<file path="config.mk">
export PLATFORM = sky130hd
export DESIGN_NAME = ctrl_sequencer
export DESIGN_NICKNAME = d
export VERILOG_FILES = /design/src/rtl/ctrl_pkg.sv /design/src/rtl/opcode_class_enc.sv /design/src/rtl/ctrl_sequencer.sv
export SDC_FILE = /design/constraint.sdc
export NUM_CORES = 1
export LEC_CHECK = 0
export BUFFER_PORTS_ARGS = -buffer_cell sky130_fd_sc_hd__buf_2
export CORE_MARGIN = 3
export CORE_UTILIZATION = 40
export DETAILED_ROUTE_END_ITERATION = 10
export PLACE_DENSITY = 0.73
export SLEW_MARGIN = 20
export SYNTH_ARGS = -nofsm -noshare
export SYNTH_HDL_FRONTEND = slang
export SYNTH_HIERARCHICAL = 1
export SYNTH_SLANG_ARGS = --single-unit
</file>
<file path="constraint.sdc">
create_clock -name CLK -period 1.38 [get_ports CLK]
set_input_delay 0.207 -clock CLK [delete_from_list [all_inputs] [get_ports CLK]]
set_output_delay 0.207 -clock CLK [all_outputs]
set_load 0.02 [all_outputs]
</file>
<file path="src/rtl/ctrl_pkg.sv">
// ctrl_pkg: shared encodings for the hardwired control sequencer.
// Holds the FSM state codes, the ALU operation codes and the opcode class enum.
// The PAUSE state only exists when the design is built with SINGLE_STEP_EN.
package ctrl_pkg;

  // State codes; the low three bits are what the debug T_STATE port shows.
  // PAUSE is 8 so that its debug code folds onto 0 while staying distinct.
  typedef enum logic [3:0] {
    ST_IDLE   = 4'd0,
    ST_T0     = 4'd1,
    ST_T1     = 4'd2,
    ST_T2     = 4'd3,
    ST_T3     = 4'd4,
    ST_T4     = 4'd5,
    ST_T5     = 4'd6,
    ST_HALTED = 4'd7,
    ST_PAUSE  = 4'd8
  } state_t;

  localparam logic [2:0] ALU_ADD = 3'd0;
  localparam logic [2:0] ALU_SUB = 3'd1;
  localparam logic [2:0] ALU_AND = 3'd2;
  localparam logic [2:0] ALU_OR  = 3'd3;
  localparam logic [2:0] ALU_SHL = 3'd4;
  localparam logic [2:0] ALU_XOR = 3'd5;

  typedef enum logic [1:0] {
    CLS_LD   = 2'd0,
    CLS_ALU  = 2'd1,
    CLS_HALT = 2'd2,
    CLS_NOP  = 2'd3
  } opclass_t;

  // Debug code shown on T_STATE for a given state.
  function automatic logic [2:0] debug_code(input state_t s);
    logic [3:0] raw;
    raw = s;
    return raw[2:0];
  endfunction

endpackage

</file>
<file path="src/rtl/opcode_class_enc.sv">
// opcode_class_enc: folds the eight one-hot decode lines into an opcode class
// and an ALU code. Anything that is not exactly one-hot is flagged illegal and
// classed as NOP. Line order in op_lines: [7]=LD [6]=ADD [5]=SUB [4]=AND
// [3]=OR [2]=SHL [1]=XOR [0]=HALT.
module opcode_class_enc
  import ctrl_pkg::*;
(
  input  logic [7:0] op_lines,
  output opclass_t   cls,
  output logic [2:0] alu_code,
  output logic       illegal
);

  // Pure lookup: one legal pattern per opcode, everything else is a NOP.
  always_comb begin
    cls      = CLS_NOP;
    alu_code = ALU_ADD;
    illegal  = 1'b0;
    case (op_lines)
      8'b1000_0000: cls = CLS_LD;
      8'b0100_0000: begin cls = CLS_ALU; alu_code = ALU_ADD; end
      8'b0010_0000: begin cls = CLS_ALU; alu_code = ALU_SUB; end
      8'b0001_0000: begin cls = CLS_ALU; alu_code = ALU_AND; end
      8'b0000_1000: begin cls = CLS_ALU; alu_code = ALU_OR;  end
      8'b0000_0100: begin cls = CLS_ALU; alu_code = ALU_SHL; end
      8'b0000_0010: begin cls = CLS_ALU; alu_code = ALU_XOR; end
      8'b0000_0001: cls = CLS_HALT;
      default:      illegal = 1'b1;
    endcase
  end

endmodule

</file>
<file path="src/rtl/ctrl_sequencer.sv">
// ctrl_sequencer: Moore control unit stepping each instruction through
// fetch (T0/T1), decode (T2) and execute (T3..T5).
// Optional macro SINGLE_STEP_EN adds a STEP input and a PAUSE state entered
// after every retire; a rising edge on STEP resumes at T0.
module ctrl_sequencer
  import ctrl_pkg::*;
#(
  parameter int ICNT_W  = 8,
  parameter int ALUOP_W = 3
) (
  input  logic               CLK,
  input  logic               RST_N,
  input  logic               START,
`ifdef SINGLE_STEP_EN
  input  logic               STEP,
`endif
  input  logic               LD,
  input  logic               ADD,
  input  logic               SUB,
  input  logic               AND,
  input  logic               OR,
  input  logic               SHL,
  input  logic               XOR,
  input  logic               HALT,
  output logic               IIR,
  output logic               IPC,
  output logic               EMAR,
  output logic               ERAM,
  output logic               IA,
  output logic               IB,
  output logic               ESUM,
  output logic [ALUOP_W-1:0] ALU_OP,
  output logic               RUN,
  output logic [2:0]         T_STATE,
  output logic [ICNT_W-1:0]  INSTR_CNT
);

  state_t     state_q;
  state_t     state_d;
  state_t     resume_state;
  opclass_t   cls;
  opclass_t   cls_q;
  logic [2:0] alu_code;
  logic [2:0] alu_q;
  logic       illegal;
  logic       retire;
  logic       step_rise;

  opcode_class_enc u_enc (
    .op_lines ({LD, ADD, SUB, AND, OR, SHL, XOR, HALT}),
    .cls      (cls),
    .alu_code (alu_code),
    .illegal  (illegal)
  );

`ifdef SINGLE_STEP_EN
  logic step_q;

  // Remember last STEP level so only a rising edge releases PAUSE.
  always_ff @(posedge CLK or negedge RST_N) begin
    if (!RST_N) step_q <= 1'b0;
    else        step_q <= STEP;
  end

  assign step_rise    = STEP & ~step_q;
  assign resume_state = ST_PAUSE;
`else
  assign step_rise    = 1'b0;
  assign resume_state = ST_T0;
`endif

  // State register; reset abandons any instruction in flight.
  always_ff @(posedge CLK or negedge RST_N) begin
    if (!RST_N) state_q <= ST_IDLE;
    else        state_q <= state_d;
  end

  // Capture the opcode class at the end of decode so later IR changes are ignored.
  always_ff @(posedge CLK or negedge RST_N) begin
    if (!RST_N) begin
      cls_q <= CLS_NOP;
      alu_q <= ALU_ADD;
    end else if (state_q == ST_T2) begin
      cls_q <= cls;
      alu_q <= (cls == CLS_ALU) ? alu_code : ALU_ADD;
    end
  end

  // Retired-instruction counter, free-running wrap.
  always_ff @(posedge CLK or negedge RST_N) begin
    if (!RST_N)      INSTR_CNT <= '0;
    else if (retire) INSTR_CNT <= INSTR_CNT + ICNT_W'(1);
  end

  // Next-state and retire decision; retire marks the last state of an instruction.
  always_comb begin
    state_d = state_q;
    retire  = 1'b0;
    case (state_q)
      ST_IDLE: if (START) state_d = ST_T0;
      ST_T0:   state_d = ST_T1;
      ST_T1:   state_d = ST_T2;
      ST_T2: begin
        if (illegal || cls == CLS_NOP) begin
          retire  = 1'b1;
          state_d = resume_state;
        end else if (cls == CLS_HALT) begin
          retire  = 1'b1;
          state_d = ST_HALTED;
        end else begin
          state_d = ST_T3;
        end
      end
      ST_T3:   state_d = ST_T4;
      ST_T4: begin
        if (cls_q == CLS_LD) begin
          retire  = 1'b1;
          state_d = resume_state;
        end else begin
          state_d = ST_T5;
        end
      end
      ST_T5: begin
        retire  = 1'b1;
        state_d = resume_state;
      end
      ST_HALTED: state_d = ST_HALTED;
      ST_PAUSE:  if (step_rise) state_d = ST_T0;
      default:   state_d = ST_IDLE;
    endcase
  end

  // Moore strobe decode from the registered state and latched class.
  always_comb begin
    IIR     = 1'b0;
    IPC     = 1'b0;
    EMAR    = 1'b0;
    ERAM    = 1'b0;
    IA      = 1'b0;
    IB      = 1'b0;
    ESUM    = 1'b0;
    ALU_OP  = '0;
    RUN     = (state_q != ST_IDLE) && (state_q != ST_HALTED);
    T_STATE = debug_code(state_q);
    case (state_q)
      ST_T0: EMAR = 1'b1;
      ST_T1: begin
        ERAM = 1'b1;
        IIR  = 1'b1;
        IPC  = 1'b1;
      end
      ST_T3: EMAR = 1'b1;
      ST_T4: begin
        ERAM = 1'b1;
        IPC  = 1'b1;
        IA   = (cls_q == CLS_LD);
        IB   = (cls_q == CLS_ALU);
      end
      ST_T5: begin
        ESUM = 1'b1;
        IA   = 1'b1;
      end
      default: ;
    endcase
    if ((state_q == ST_T3 || state_q == ST_T4 || state_q == ST_T5) && cls_q == CLS_ALU)
      ALU_OP = ALUOP_W'(alu_q);
  end

endmodule

</file>
==> flow_metrics.py <==
metrics = {
    "outcome": {
        "outcome": "finished, violations left",
        "failed_checks": "setup timing",
    },
    "pwr": {
        "total_power_mw": 3.27,
        "cell_internal_power_mw": 1.89,
        "sequentialPowerShare_pct": 25.4,
        "combPwrFrac_pct": 65.4,
        "power.share.clock_pct": 9.2,
        "swShare_pct": 42.4,
        "irDropWorstVdd_uv": 1620,
        "power.switching_mw": 1.39,
        "cellLeakagePower_nw": 0.871,
        "powerDensity_mw_per_mm2": 1720,
    },
    "grt": {
        "gr-usage-met3_pct": 3.27,
        "antenna_found_initial": 0,
        "groute.layer.met2.usage_pct": 33.4,
        "grtUsageMet1_pct": 21.6,
        "grt_start_max_net_pins": 17,
        "grt-ovfl-total": 0,
        "grt_first_pass_wirelength_mm": 4.82,
        "global_route.usage.total_pct": 17.7,
        "grt.busiest_layer": "met2",
        "first_global_vias": 1105,
    },
    "detailed_routing": {
        "drt-wirelength-per-cell_um": 13.9,
        "num_vias": 1175,
        "drc_violations": 0,
        "drt_wl_total_mm": 3.15,
        "drt_pass1_iterations": 3,
        "detail_route.iter0.violations": 42,
        "postRouteAntennaNets": 0,
        "post_drt_via_cell_ratio": 5.18,
    },
    "placement": {
        "place.port_buffers": 32,
        "detailed_place_hpwl_mm": 2.10,
        "placement.setup.worst_slack_ns": -0.764,
        "dp_cells": 206,
        "routabilityCongestion": 0.773,
        "placement.cell_area_mm2": 0.00152,
    },
    "setup_path": {
        "critical_path_class": "primary input to flip-flop",
        "worst-endpoint-arrival_ns": 1.96,
        "start_kind": "primary input",
        "critical_path.endpoint_type": "flip-flop",
        "critical-path-max-stage-delay_ns": 0.52,
        "crit_path_top_delay_cell": "or4_4",
        "timing.critical_path.buf_inv": 2,
        "required_ns": 1.55,
        "path_cells": "buf_8, inv_2, or4_4, a2111o_1, a21o_1, o21bai_4, nand2_2, mux2_4",
        "crit_family": "compound AO/OA/AOI/OAI gates",
        "critical_path.max_fanout": 3,
    },
    "sta": {
        "post-route-min-period_ns": 1.79,
        "timing.max_slew.rel_slack_pct": 75.5,
        "fin_worst_skew_ns": 0.00123,
        "clock.fmax_mhz": 558,
        "timing.final.hold_violations": 0,
        "min_period_over_period_pct": 130,
        "final-setup-viol-count": 26,
        "timing_max_transition_violations_final": 0,
        "setup_slack_ns": -0.411,
        "rsz0062_at_grt": "yes",
        "max_slew.worst_pin.slew_ns": 0.365,
    },
    "finish": {
        "final_layout_size_suffix_gt1_share_pct": 58.4,
        "register_area_um2": 407,
        "syn_to_final_growth_pct": 68.6,
        "fin_nets": 210,
        "finalInstanceArea_mm2": 0.00191,
        "antenna_cells": 0,
        "post_layout_nonfiller_instances": 227,
        "final_core_occ_pct": 73.6,
        "area_of_the_multi_input_gates_um2": 806,
        "fillers": 180,
    },
    "cts": {
        "cts.reportedPaths.clkPinSlew_ns": 0.09,
        "tritoncts.num_buffers": 3,
        "clock_tree_from_tritoncts": "yes",
        "ctsLongestPathBuffers": 2,
        "cts_h_tree_depth": 1,
        "clk-insertion-delay-late_ns": 0.28,
        "cts-root-buf": "clkbuf_4",
        "tritoncts_num_sinks": 16,
    },
    "synth": {
        "postSynthCellCount": 127,
        "ys_top_cells_by_area": "dfrtp_1 31%, xor2_1 9.3%, nand2_1 5.0%, dfstp_2 4.6%, o21ai_0 4.0%",
        "synth.yosys.seq_area_share_pct": 35.6,
        "mappedNetlistArea_mm2": 0.00113,
        "ys_ff_latch": 16,
        "synth.avg_cell_area_um2": 8.91,
        "number_of_enable_type_register_cells_in_the_synthesized_netlist": 0,
        "synth_ff_type": "dfrtp_1",
        "async_flop_share_pct": 100,
        "area_leader_netlist": "dfrtp_1",
        "syn_nets": 139,
        "synth_largest_type_area_fraction_pct": 31.0,
        "number_of_distinct_library_cells_after_synthesis": 43,
        "ys.warnings.count": 6,
    },
    "worst_hold_path": {
        "type_of_the_tightest_min_delay_check": "primary input to flip-flop",
    },
    "floorplan": {
        "number_of_ports_placed_on_the_die_boundary": 33,
        "die-width_um": 59.2,
        "dieArea_mm2": 0.00350,
        "floorplan.rows": 18,
        "placeable_core_area_mm2": 0.00259,
        "fp.dieH_um": 59.2,
        "initial_utilization_pct": 43.7,
    },
    "job": {
        "reported_max_cap_violation_count": 0,
    },
}
## worst min-delay path, stage by stage
cell     delay, ns
buf_8         0.07
buf_4         0.12
nor4_1        0.05
nand2_1       0.05
o21ai_0       0.06
## Yosys cell counts, types with 3 or more instances
master    instances
nor4_1            3
clkbuf_1          5
and2_1            4
a21oi_1           7
nand2_1          15
dfrtp_1          14
nand3_1           5
o21ai_0           9
nor3_1            4
nand2b_1          4
xor2_1           12
nor2_1            4
## routing by layer
metal / vias to the layer above / routed length (um)
li1: 593 / -
met1: 561 / 1370
met2: 21 / 1690
met3: 0 / 90
met4: 0 / 0
met5: - / 0
## registers in the layout (all words and copies together), names as in the netlist
| name | flops |
|---|---|
| state_q | 3 |
| INSTR_CNT | 8 |
| alu_q | 3 |
| cls_q | 2 |
## per-stage QoR
step / TNS [ns] / hold slack, ns
after detailed placement: -10.49 / 0.131
final: -7.20 / 0.309
after floorplan: -6.90 / -0.0886
after global placement: -9.84 / 0.127
after CTS: -7.14 / 0.300
after global routing: -8.64 / 0.333
## layout make-up
class,instances,area share [%]
inverters,3,0.591
clock buffers,4,1.90
multi-input cells,99,42.3
well taps,30,1.97
repair buffers,75,32.0
flip-flops and latches,16,21.3
## path summary, 6_finish.rpt
path	start	end	slack [ns]	cells past startpoint
setup / recovery	AND	INSTR_CNT[1]	-0.41	8
hold / removal	AND	alu_q[2]	0.31	5
setup reg to reg	state_q[1]	INSTR_CNT[1]	-0.26	5
hold reg to reg	INSTR_CNT[7]	INSTR_CNT[7]	0.48	1
max in group asynchronous	RST_N	cls_q[1]	0.73	2
min in group asynchronous	RST_N	INSTR_CNT[6]	0.35	2
## placed cells by master, fill, tap and decap left out, types with 4 or more instances in the layout
master   count
nand3_1      5
buf_2       20
a21oi_1      4
xor2_1      12
nand2_1     13
dfrtp_1     11
buf_6       19
buf_4       32
and2_4       4
o21ai_0      8
## power by group through the flow
stage	logic, mW	registers (mW)	clock network [mW]
after floorplan	0.873	0.984	0
after global placement	1.49	0.822	0
after detailed placement	1.53	0.836	0
after CTS	1.88	0.829	0.313
after global routing	2.29	0.862	0.332
final	2.14	0.831	0.301
## kinds of logic (layout without fill, tap and decap cells)
group	Yosys count	after routing	synth area share, %
compound gates	31	31	19.9
flops	16	16	35.6
mux	3	3	2.99
buf+inv	12	82	4.87
xor+xnor	13	13	10.1
simple gates	51	51	25.4
fa+ha+maj	1	1	1.11
## what timing repair did
item | 4_1_cts | 5_1_grt
buffers inserted | 7 | 9
gates resized for setup | 43 | 18
hold buffers | 1 | 0
cloned | 1 | 0
pin swaps | 13 | 12
setup endpoints to repair | 26 | 28
endpoints found under the hold margin | 14 | 0
No activity file was read; power rests on OpenSTA's default activity.
